## src/rtl/if_fetch_ctrl.sv

```systemverilog
// Instruction-fetch sequencing controller: derives IF-stage strobes from decode
// consumption, branch redirects, memory readiness, stalls and flushes.
module if_fetch_ctrl #(
  parameter int BOOT_CYCLES  = 2,
  parameter int FLUSH_CYCLES = 2,
  parameter int MISS_TIMEOUT = 64,
  parameter int CNT_W        = 16
) (
  input  logic             CLK,
  input  logic             RESET,
  input  logic             imem_ready,
  input  logic [1:0]       dec_accept,
  input  logic             taken_branch1,
  input  logic             taken_branch2,
  input  logic             ext_stall,
  input  logic             flush,
  output logic             single_fetch,
  output logic             no_new_fetch,
  output logic             FREEZE,
  output logic             fetchNull1,
  output logic             fetchNull2,
  output logic [2:0]       fetch_state,
  output logic             miss_timeout,
  output logic [CNT_W-1:0] stall_cycles
);

  localparam int BW = (BOOT_CYCLES  > 1) ? $clog2(BOOT_CYCLES)  : 1;
  localparam int FW = (FLUSH_CYCLES > 1) ? $clog2(FLUSH_CYCLES) : 1;
  localparam int MW = (MISS_TIMEOUT > 1) ? $clog2(MISS_TIMEOUT) : 1;

  localparam logic [BW-1:0] BOOT_LAST  = BW'(BOOT_CYCLES - 1);
  localparam logic [FW-1:0] FLUSH_LAST = FW'(FLUSH_CYCLES - 1);
  localparam logic [MW-1:0] MISS_LAST  = MW'(MISS_TIMEOUT - 1);

  typedef enum logic [2:0] {
    S_BOOT   = 3'd0,
    S_DUAL   = 3'd1,
    S_SINGLE = 3'd2,
    S_MISS   = 3'd3,
    S_FLUSH  = 3'd4
  } state_t;

  state_t          state, state_nx, ret_state, ret_nx;
  logic [BW-1:0]   boot_cnt, boot_nx;
  logic [FW-1:0]   flush_cnt, flush_nx;
  logic [MW-1:0]   miss_cnt, miss_nx;
  logic            flush_pend, pend_nx;
  logic            timeout_nx;
  logic            flush_eff;

  always_ff @(posedge CLK or negedge RESET) begin
    if (!RESET) begin
      state        <= S_BOOT;
      ret_state    <= S_DUAL;
      boot_cnt     <= '0;
      flush_cnt    <= '0;
      miss_cnt     <= '0;
      flush_pend   <= 1'b0;
      miss_timeout <= 1'b0;
      stall_cycles <= '0;
    end else begin
      state        <= state_nx;
      ret_state    <= ret_nx;
      boot_cnt     <= boot_nx;
      flush_cnt    <= flush_nx;
      miss_cnt     <= miss_nx;
      flush_pend   <= pend_nx;
      miss_timeout <= timeout_nx;
      if (state != S_BOOT && (no_new_fetch || FREEZE) && stall_cycles != '1)
        stall_cycles <= stall_cycles + 1'b1;
    end
  end

  always_comb begin
    single_fetch = (state == S_SINGLE);
    fetchNull1   = (state == S_BOOT) || (state == S_FLUSH);
    fetchNull2   = fetchNull1 || (taken_branch1 && taken_branch2);
    FREEZE       = ext_stall || (state == S_MISS);
    fetch_state  = state;
    case (state)
      S_BOOT, S_MISS, S_FLUSH: no_new_fetch = 1'b1;
      S_DUAL, S_SINGLE:        no_new_fetch = (dec_accept == 2'd0);
      default:                 no_new_fetch = 1'b0;
    endcase
  end

  // A flush seen while stalled is parked and acted on once the stall lifts.
  assign flush_eff = flush || flush_pend;

  always_comb begin
    state_nx   = state;
    ret_nx     = ret_state;
    boot_nx    = boot_cnt;
    flush_nx   = flush_cnt;
    miss_nx    = miss_cnt;
    pend_nx    = flush_pend;
    timeout_nx = miss_timeout;

    // The miss counter keeps running through ext_stall.
    if (state == S_MISS && !imem_ready) begin
      if (miss_cnt == MISS_LAST) timeout_nx = 1'b1;
      else                       miss_nx    = miss_cnt + 1'b1;
    end

    if (ext_stall) begin
      pend_nx = flush_pend || (flush && state != S_BOOT);
    end else begin
      pend_nx = 1'b0;
      case (state)
        S_BOOT: begin
          if (boot_cnt == BOOT_LAST) begin
            state_nx = S_DUAL;
            boot_nx  = '0;
          end else begin
            boot_nx = boot_cnt + 1'b1;
          end
        end
        S_DUAL, S_SINGLE: begin
          if (flush_eff) begin
            state_nx = S_FLUSH;
            flush_nx = '0;
          end else if (!imem_ready) begin
            state_nx = S_MISS;
            ret_nx   = state;
            miss_nx  = '0;
          end else if (taken_branch1 || taken_branch2) begin
            state_nx = S_DUAL;
          end else if (dec_accept == 2'd1) begin
            state_nx = S_SINGLE;
          end else if (dec_accept[1]) begin
            state_nx = S_DUAL;
          end
        end
        S_MISS: begin
          if (flush_eff) begin
            state_nx = S_FLUSH;
            flush_nx = '0;
            miss_nx  = '0;
          end else if (imem_ready) begin
            state_nx = ret_state;
            miss_nx  = '0;
          end
        end
        S_FLUSH: begin
          if (flush_eff) begin
            flush_nx = '0;
          end else if (flush_cnt == FLUSH_LAST) begin
            state_nx = S_DUAL;
            flush_nx = '0;
          end else begin
            flush_nx = flush_cnt + 1'b1;
          end
        end
        default: state_nx = S_DUAL;
      endcase
    end
  end

endmodule

```

## config.mk

```make
export PLATFORM = sky130hd
export DESIGN_NAME = if_fetch_ctrl
export DESIGN_NICKNAME = d
export VERILOG_FILES = /design/src/rtl/if_fetch_ctrl.sv
export SDC_FILE = /design/constraint.sdc
export NUM_CORES = 1
export LEC_CHECK = 0
export ABC_AREA = 1
export BUFFER_PORTS_ARGS = -buffer_cell sky130_fd_sc_hd__buf_2
export CORE_UTILIZATION = 40
export CTS_BUF_LIST = sky130_fd_sc_hd__clkbuf_16
export CTS_CLUSTER_SIZE = 28
export DETAILED_ROUTE_END_ITERATION = 10
export HOLD_SLACK_MARGIN = 0.08
export PLACE_DENSITY = 0.69
export SLEW_MARGIN = 15
export SYNTH_ARGS = -nofsm -noshare
export SYNTH_HDL_FRONTEND = slang
export SYNTH_SLANG_ARGS = --single-unit
```

## constraint.sdc

```tcl
create_clock -name CLK -period 2 [get_ports CLK]
set_input_delay 0.4 -clock CLK [delete_from_list [all_inputs] [get_ports CLK]]
set_output_delay 0.4 -clock CLK [all_outputs]
set_load 0.01 [all_outputs]
```

==> metrics.txt <==
CP Launch Point=fetch_state[2]; Final Hold Fails=0; Die H=74.6 um; metal2 WL=2.42 mm; ANT nets after route=0; final worst-path cycle share=0.908; worst vdd ir=612 uV; Via density=4.77; largest family of logic cells by synthesized area=simple AND/OR/NAND/NOR gates; Worst path slowest cell=dfrtp_1; PostCTS Resize Cnt=0; Setup WS post-layout=0.185 ns; Synth Area in Compound Gates=0.0552; area delta synth->final=18.9%; die width=74.6 um; setup TNS=0 ns; grt total ovfl=0; RR Endpoint=stall_cycles[12]; area leader, netlist=dfrtp_1; Synth cell types=27; TritonRoute pass-1 iters=4; Root Buffer=clkbuf_16; share of cells above drive strength 1=0.163; net count after synthesis=322; Initial Utilization=0.415; Max clock buf depth=2; Sink Count=32; DRT Wirelength=4.83 mm; Synth area leaders=dfrtp_1 (37%), nand2_1 (22%), nor2_1 (6.1%); Max Clock Skew=0.00359 ns; wire length per cell=11.5 um; number of CTS-inserted buffers=5; CP required=1.60 ns; pre-CTS WS=0.292 ns; fill count=508; gr usage total=0.196; Cells after DPL=412; WP buf/inv=2; reg2reg path depth=8; slew of the pin with the lowest slew margin=0.748 ns; nets=360; Leak Pwr=1.34 nW; worst-path cell chain=inv_1 > nand4_2 > nand2_2 > buf_2; syn_area_per_cell=6.77 um^2; Most used DFF post-synth=dfrtp_1; ANT cells=0; total of max-cap violations=0; CTS tree=built; most frequent cell after synthesis=nand2_1; Metal-1 WL=2.18 mm; Critical Path End Type=primary output; residual DRC count=0; delay-heaviest family, CP=flip-flops; setup bufs post-CTS=0; CP Depth=4; via count=2005; final slew viol count=0; PwrDens=1210 nW/um^2; sequential fraction of the synthesis area=0.381; # port buffers=33; fmax=551 MHz; hold_buf cts=0; setup repair after global routing missed its margin=no; top-area cell type share of the netlist area=0.368; Post-Synth XOR/XNOR Area=0.0582; cell count after synthesis=311; Top Metal Used=met4; clk slew on worst S/H paths=0.05 ns; simple-gate share of the synthesized area=0.418; crit-path max cell delay=0.60 ns; core box area=5070 um^2; Final GP Congestion=0.835; H-tree depth=2; met3 wire len=164 um; post-synthesis mux area share=0; initial antenna violation count=0; status=finished, final reports clean; I/O pins=34; global-route wire length before repair=8.26 mm; worst-skew pair later-pin latency=0.27 ns; Min Hold Slack=0.189 ns; WP data arrival=1.42 ns; top cells by count, synth=nand2_1 (124), nor2_1 (34), inv_1 (33); FF-to-FF Start=stall_cycles[0]; FP Rows=26; non-filler cells, final=420; Cell Area, Synth=2110 um^2; Synth async-reset ratio=1.00; Startpoint Class=flip-flop; vias in the first global route=1873; Max transition margin=0.501; CP Max Fanout=10; Crit Path Class=reg -> out; die area=5560 um^2; worst min-delay path class=in -> async; # setup viols final=0; Worst Setup EP=no_new_fetch; 1st-iter DRT viols=94; EDFF count, synth=0; Post-DP HPWL=3.67 mm; post-synthesis register bit count=32; Synth Area in Adders=0.0119; Yosys warning total=0; min cycle time layout=1.82 ns; r2r setup slk=0.30 ns; pin count of the biggest net entering global routing=33
==> sequential cells by signal (all words and copies together) (netlist names) <==
| signal | cells |
|---|---|
| boot_cnt | 1 |
| fetch_state | 3 |
| flush_cnt | 1 |
| flush_pend | 1 |
| miss_cnt | 6 |
| miss_timeout | 1 |
| ret_state | 3 |
| stall_cycles | 16 |
==> cells by family (layout without fill, tap and decap cells) <==
group / Yosys count / count (layout)
xor gates and xnor gates: 14 / 14
buffers and inverters: 38 / 77
DFF: 32 / 32
and+or+nand+nor: 204 / 204
adders and majority gates: 2 / 2
AOI/OAI and AO/OA: 21 / 21
==> per-stage QoR <==
stage          power [mW]  utilization  instance area (um^2)
2_1_floorplan        1.89            -                  2110
3_3_place_gp         2.16        0.462                  2340
3_5_place_dp         2.20        0.462                  2340
4_1_cts              3.06        0.494                  2510
5_1_grt              3.29        0.494                  2510
6_report             3.03        0.494                  2510
==> area by class of cell <==
cell class,instances,area [um^2],area share
Sequential cell,32,802,0.320
Clock inverter,3,38.8,0.0155
Inverter,34,128,0.0509
Clock buffer,5,125,0.0499
Timing Repair Buffer,35,180,0.0719
Multi-Input combinational cell,241,1140,0.457
Tap cell,70,87.6,0.0349
==> cell usage in the layout (no fill, tap or decap) <==
cell,instances
a21oi_1,4
clkinv_2,1
ha_1,2
xor2_1,7
nor2_2,4
nand3_1,25
nand3b_1,1
o22ai_1,1
inv_1,34
o21ai_2,2
nor2_4,2
nand3_2,1
o211ai_1,1
xnor2_1,7
nor3_4,1
buf_4,2
buf_2,33
dfrtp_1,31
nand2_2,2
clkinv_1,1
nor2_1,34
nor3_1,4
dfstp_2,1
nand4_2,1
clkbuf_16,5
nand2_1,124
nand2_4,1
bufinv_16,1
o21ai_0,13
nand4_1,4
==> power by group <==
group	internal, mW	switching, mW	leakage [nW]	total [mW]
clock network	0.580	0.277	0.0850	0.857
registers	0.801	0.179	0.420	0.980
logic	0.399	0.797	0.836	1.20
total	1.78	1.25	1.34	3.03
==> routing by layer <==
| metal | track usage | up-vias |
|---|---|---|
| met4 | 0.0776 | 0 |
| met3 | 0.0366 | 7 |
| li1 | - | 1048 |
| met2 | 0.339 | 33 |
| met1 | 0.238 | 917 |
| met5 | 0 | - |
==> worst min-delay path by stage <==
stage	start	to	cells after the start
after floorplan	RESET	boot_cnt	0
after global placement	miss_timeout	miss_timeout	2
after detailed placement	miss_timeout	miss_timeout	2
after CTS	RESET	stall_cycles[2]	1
after global routing	RESET	stall_cycles[5]	1
final	RESET	stall_cycles[5]	1
Power figures use the tool's default switching activity.
